**config.mk**
```make
export PLATFORM = sky130hd
export DESIGN_NAME = interrupt_controller_flat
export DESIGN_NICKNAME = d
export VERILOG_FILES = /design/src/rtl/interrupt_controller_if.sv /design/src/rtl/interrupt_controller.sv /design/src/flat_wrapper.sv
export SDC_FILE = /design/constraint.sdc
export NUM_CORES = 1
export LEC_CHECK = 0
export ABC_AREA = 1
export CAP_MARGIN = 15
export CELL_PAD_IN_SITES_DETAIL_PLACEMENT = 0
export CELL_PAD_IN_SITES_GLOBAL_PLACEMENT = 2
export CORE_MARGIN = 2
export CORE_UTILIZATION = 33
export DETAILED_ROUTE_END_ITERATION = 10
export PLACE_DENSITY_LB_ADDON = 0.05
export SETUP_SLACK_MARGIN = 0.05
export SYNTH_ARGS = -nofsm -noshare
export SYNTH_HDL_FRONTEND = slang
export SYNTH_SLANG_ARGS = --single-unit
```
**constraint.sdc**
```tcl
create_clock -name clk -period 2.65 [get_ports clk]
set_input_delay 0.6625 -clock clk [delete_from_list [all_inputs] [get_ports clk]]
set_output_delay 0.6625 -clock clk [all_outputs]
set_load 0.02 [all_outputs]
```
**src/rtl/interrupt_controller_if.sv**
```systemverilog
// Signal bundle between the CPU-side decoder/peripherals and the interrupt controller.
// The controller is the slave; the master drives request lines, enables and the acknowledge.
interface interrupt_controller_if #(
  parameter int NUM_IRQ = 8,
  parameter int ID_W    = 3
);
  logic [NUM_IRQ-1:0] irq_in;
  logic [NUM_IRQ-1:0] irq_en;
  logic               IntReset;
  logic               Interrupt;
  logic [ID_W-1:0]    irq_id;
  logic [NUM_IRQ-1:0] pending;

  modport master (
    output irq_in,
    output irq_en,
    output IntReset,
    input  Interrupt,
    input  irq_id,
    input  pending
  );

  modport slave (
    input  irq_in,
    input  irq_en,
    input  IntReset,
    output Interrupt,
    output irq_id,
    output pending
  );
endinterface

```
**src/rtl/interrupt_controller.sv**
```systemverilog
// Fixed-priority interrupt controller: synchronises asynchronous request lines, latches
// rising edges as pending flags and presents one request at a time to the CPU with a level ack.
module interrupt_controller #(
  parameter int NUM_IRQ = 8,
  parameter int ID_W    = 3
) (
  input  logic                   clk,
  input  logic                   reset,
  interrupt_controller_if.slave  bus
);

  typedef enum logic [1:0] {
    S_IDLE = 2'd0,
    S_REQ  = 2'd1,
    S_ACKD = 2'd2
  } state_e;

  state_e             state_q, state_d;
  logic [NUM_IRQ-1:0] sync1_q, sync1_d;
  logic [NUM_IRQ-1:0] sync2_q, sync2_d;
  logic [NUM_IRQ-1:0] sync3_q, sync3_d;
  logic [NUM_IRQ-1:0] pending_q, pending_d;
  logic [ID_W-1:0]    irq_id_q, irq_id_d;
  logic               interrupt_q, interrupt_d;

  logic [NUM_IRQ-1:0] irq_event;
  logic [NUM_IRQ-1:0] candidates;
  logic               any_candidate;
  logic [ID_W-1:0]    lowest_id;

  // Third stage only delays the synchronised level so a rise shows up for exactly one cycle.
  assign irq_event     = sync2_q & ~sync3_q;
  assign candidates    = pending_q & bus.irq_en;
  assign any_candidate = |candidates;

  // Scanning from the top down leaves the lowest set index as the final winner.
  always_comb begin
    lowest_id = '0;
    for (int i = NUM_IRQ - 1; i >= 0; i--) begin
      if (candidates[i]) lowest_id = ID_W'(i);
    end
  end

  // NOTE: every always_comb output gets a default first so no path leaves it unassigned (no latch).
  always_comb begin
    sync1_d   = bus.irq_in;
    sync2_d   = sync1_q;
    sync3_d   = sync2_q;
    state_d   = state_q;
    irq_id_d  = irq_id_q;
    pending_d = pending_q;

    unique case (state_q)
      S_IDLE: begin
        if (any_candidate) begin
          irq_id_d = lowest_id;
          state_d  = S_REQ;
        end
      end
      S_REQ: begin
        if (bus.IntReset) begin
          pending_d[irq_id_q] = 1'b0;
          state_d             = S_ACKD;
        end
      end
      S_ACKD: begin
        // Wait for the ack level to drop so a long ack is consumed once.
        if (!bus.IntReset) state_d = S_IDLE;
      end
      default: state_d = S_IDLE;
    endcase

    // Applied after the clear so a new edge on the serviced line survives the ack.
    pending_d   = pending_d | (irq_event & bus.irq_en);
    interrupt_d = (state_d == S_REQ);
  end

  // NOTE: state registers use non-blocking assignments so all flops update from pre-edge values.
  always_ff @(posedge clk or negedge reset) begin
    if (!reset) begin
      sync1_q     <= '0;
      sync2_q     <= '0;
      sync3_q     <= '0;
      pending_q   <= '0;
      irq_id_q    <= '0;
      interrupt_q <= 1'b0;
      state_q     <= S_IDLE;
    end else begin
      sync1_q     <= sync1_d;
      sync2_q     <= sync2_d;
      sync3_q     <= sync3_d;
      pending_q   <= pending_d;
      irq_id_q    <= irq_id_d;
      interrupt_q <= interrupt_d;
      state_q     <= state_d;
    end
  end

  assign bus.Interrupt = interrupt_q;
  assign bus.irq_id    = irq_id_q;
  assign bus.pending   = pending_q;

endmodule
```
**src/flat_wrapper.sv**
```systemverilog
// flat-port wrapper written by rule: the top's interface ports become plain ports
module interrupt_controller_flat 
#(
  parameter int NUM_IRQ = 8,
  parameter int ID_W    = 3
)
  (clk, reset, bus_irq_in, bus_irq_en, bus_IntReset, bus_Interrupt, bus_irq_id, bus_pending);
  interrupt_controller_if #(.NUM_IRQ(NUM_IRQ), .ID_W(ID_W)) bus_i ();
  input  logic clk;
  input  logic reset;
  input wire logic [$bits(bus_i.irq_in)-1:0] bus_irq_in;
  input wire logic [$bits(bus_i.irq_en)-1:0] bus_irq_en;
  input wire logic [$bits(bus_i.IntReset)-1:0] bus_IntReset;
  output wire logic [$bits(bus_i.Interrupt)-1:0] bus_Interrupt;
  output wire logic [$bits(bus_i.irq_id)-1:0] bus_irq_id;
  output wire logic [$bits(bus_i.pending)-1:0] bus_pending;
  assign bus_i.irq_in = bus_irq_in;
  assign bus_i.irq_en = bus_irq_en;
  assign bus_i.IntReset = bus_IntReset;
  assign bus_Interrupt = bus_i.Interrupt;
  assign bus_irq_id = bus_i.irq_id;
  assign bus_pending = bus_i.pending;
  interrupt_controller #(.NUM_IRQ(NUM_IRQ), .ID_W(ID_W)) u_core (.clk(clk), .reset(reset), .bus(bus_i));
endmodule
```
==> results.yml <==
synth:
  syn_area_per_cell_um2: 11.3
  yosys.area_share.adder_pct: 0
  synth.top_cell.area_share_pct: 71.2
  syn_area_um2: 1340
  synth_cell_types: 13
  synthSimpleGateAreaFrac_pct: 21.3
  synth_compound_area_share_pct: 4.97
  synth_top_family_by_area: "simple AND/OR/NAND/NOR gates"
  synth_mux_area_share_pct: 0
  syn_nets: 137
  ys_top_cells_by_area: "dfrtp_1 (71%), nand2_1 (10%), nand3b_1 (5.1%)"
  synth-warning-count: 0
  yosysTopAreaCell: "dfrtp_1"
  synth-xor-area-share_pct: 0
  seq_area_frac_synth_pct: 71.2
  syn_inst: 118
  ys_ff_latch: 38
finish:
  design_area_um2: 1840
  antenna_cells: 0
  drive_gt1_share_pct: 11.5
  finalCoreUtilization_pct: 46.6
  final_nets: 174
  area_delta_synth_final_pct: 37.5
worst_setup_path:
  endpoint_kind: "output port"
  cpMaxStageDelayCell: "clkdlybuf4s50_1"
  slowest_delay_ps: 630
  r2r_cells: 7
  path_cells: "clkdlybuf4s50_1"
  crit_fanout: 5
  cp_data_arrival_time_ps: 1350
  timing.rr.start: "u_core.bus.pending[6]"
  required_ps: 1990
  rrSetupSlack_ps: 1470
  path_buf_inv: 1
  setup.worst_path.class: "reg2out"
  timing.rr.end: "u_core.bus.irq_id[1]"
  cp_top_family: "buffers and inverters"
  cp-start-kind: "register"
hold_path:
  hold_depth: 0
  min_path_type: "reg2reg"
  min-delay-start: "u_core.sync1_q[4]"
  worstHoldEndpoint: "u_core.sync2_q[4]"
global_route:
  grt_use_total_pct: 13.6
  grt_max_degree: 39
  first_global_vias: 911
  grt_overflow: 0
  grt_pass1_wl_um: 4320
  antenna_found_initial: 0
die:
  die_w_um: 67.6
  rows: 23
  core-area_um2: 3940
  die_area_um2: 4570
  die_y_um: 67.6
  ioPinCount: 31
  initial_core_util_pct: 33.9
clock_network:
  cts_tree: "built"
  holdBufCountCts: 0
  cts.path.max_buffers: 2
  clock_latency_ps: 280
  cts_inserted_buffers: 5
  cts_setup_buffers: 0
  clk_pin_slew_ps: 70
  cts_resized: 0
  cts_sinks: 38
  cts_root_buf: "clkbuf_8"
  h-tree-depth: 2
placed_design:
  globalplace.congestion: 0.782
  io_buffers: 30
  placed_cell_area_um2: 1690
  pre_cts_slack_ps: 753
  dpl.hpwl_um: 1840
timing:
  slew_headroom_pct: 46.0
  finalSetupTns_ps: 0
  period_share_pct: 76.0
  skew_ps: 4.05
  drv_slew: 0
  setup_viol: 0
  worstMarginPinSlew_ps: 810
  hold_viol: 0
  max_freq_ghz: 0.496
  min_period_ps: 2020
  setup_ws_ps: 635
  rsz0062_at_grt: "false"
pwr:
  vdd_drop_max_uv: 357
  intPower_mw: 1.33
  p_comb_share_pct: 28.8
  seq_power_share_pct: 40.3
  power_leakage_nw: 0.822
  p_per_area_nw_per_um2: 1050
  netSwitchingFraction_pct: 30.6
  switchingPower_mw: 0.589
  power_frac_clock_pct: 30.9
detailed_routing:
  drt_wl_total_um: 2440
  drtIter0Drc: 48
  via_count: 887
  wl_per_cell_um: 11.8
  firstDrtPassIters: 4
  drc: 0
  ant_nets: 0
  routed_via_density: 4.31
run_status:
  outcome: "finished clean"
run:
  cap_violations: 0
-- synthesized netlist by cell type --
cell      number
o21ai_0        9
nor2_2         3
o21a_1         1
a21oi_1        1
nand2_2        4
nor2_1         2
dfrtp_1       38
nand2_1       37
nand3b_1       9
a31o_2         1
nand3_1        3
inv_1          9
nor2_4         1
-- power groups by stage --
stage / registers [mW] / logic [mW] / clock network, mW
floorplan: 0.864 / 0.219 / 0
global placement: 0.785 / 0.562 / 0
detailed placement: 0.787 / 0.562 / 0
CTS: 0.777 / 0.564 / 0.611
global route: 0.792 / 0.622 / 0.645
finish: 0.775 / 0.554 / 0.595
-- per-layer routing --
metal / share of wire, % / track usage, % / wire length (um)
met5: 0 / 0 / 0
met1: 49 / 17.6 / 1190
met2: 43 / 18.8 / 1060
met3: 5.4 / 5.83 / 131
met4: 2.5 / 7.65 / 61
-- registers in the layout, summed over array words and instances, names as in the netlist --
name                  flops
u_core.bus.Interrupt      1
u_core.sync3_q            8
u_core.state_q            2
u_core.sync1_q            8
u_core.bus.pending        8
u_core.bus.irq_id         3
u_core.sync2_q            8
-- kinds of logic (layout without fill, tap and decap cells) --
logic type / Yosys count / count (layout)
compound gates: 12 / 12
buf+inv: 9 / 47
flops: 38 / 38
simple gates: 59 / 59
-- placed cells by master, fill, tap and decap left out --
| cell type | instances |
|---|---|
| nor2_4 | 1 |
| bufinv_16 | 2 |
| nand3b_1 | 9 |
| o21a_1 | 1 |
| nor2_2 | 3 |
| buf_2 | 1 |
| nor2_1 | 2 |
| a31o_2 | 1 |
| nand3_1 | 3 |
| a21oi_1 | 1 |
| o21ai_0 | 9 |
| nand2_2 | 4 |
| inv_1 | 9 |
| clkdlybuf4s50_1 | 29 |
| nand2_1 | 37 |
| dfrtp_1 | 38 |
| clkbuf_8 | 6 |
-- worst max path at each step --
| stage | slack [ps] | from | cells after the start | endpoint |
|---|---|---|---|---|
| 6_report | 630 | u_core.bus.irq_id[1] | 1 | bus_irq_id[1] |
| 5_1_grt | 590 | u_core.bus.irq_id[1] | 1 | bus_irq_id[1] |
| 4_1_cts | 630 | u_core.bus.irq_id[1] | 1 | bus_irq_id[1] |
| 3_5_place_dp | 750 | bus_irq_en[7] | 8 | u_core.bus.irq_id[1] |
| 3_3_place_gp | 760 | bus_irq_en[7] | 8 | u_core.bus.irq_id[1] |
| 2_1_floorplan | 1340 | bus_irq_en[6] | 7 | u_core.bus.irq_id[1] |
-- layout make-up --
class | count | area [um2]
clock inverters | 2 | 60.1
fillers | 366 | 2110
well taps | 50 | 62.6
flip-flops and latches | 38 | 951
multi-input cells | 71 | 350
repair buffers | 30 | 295
inverters | 9 | 33.8
clock buffers | 6 | 82.6
-- stage by stage --
stage          std cells  total power [mW]  hold WS (ps)
3_5_place_dp         198              1.35           335
6_report             206              1.92           350
2_1_floorplan        118              1.08           331
4_1_cts              206              1.95           351
3_3_place_gp         198              1.35           333
5_1_grt              206              2.06           356
Note: power is estimated with default switching activity, not from simulation.
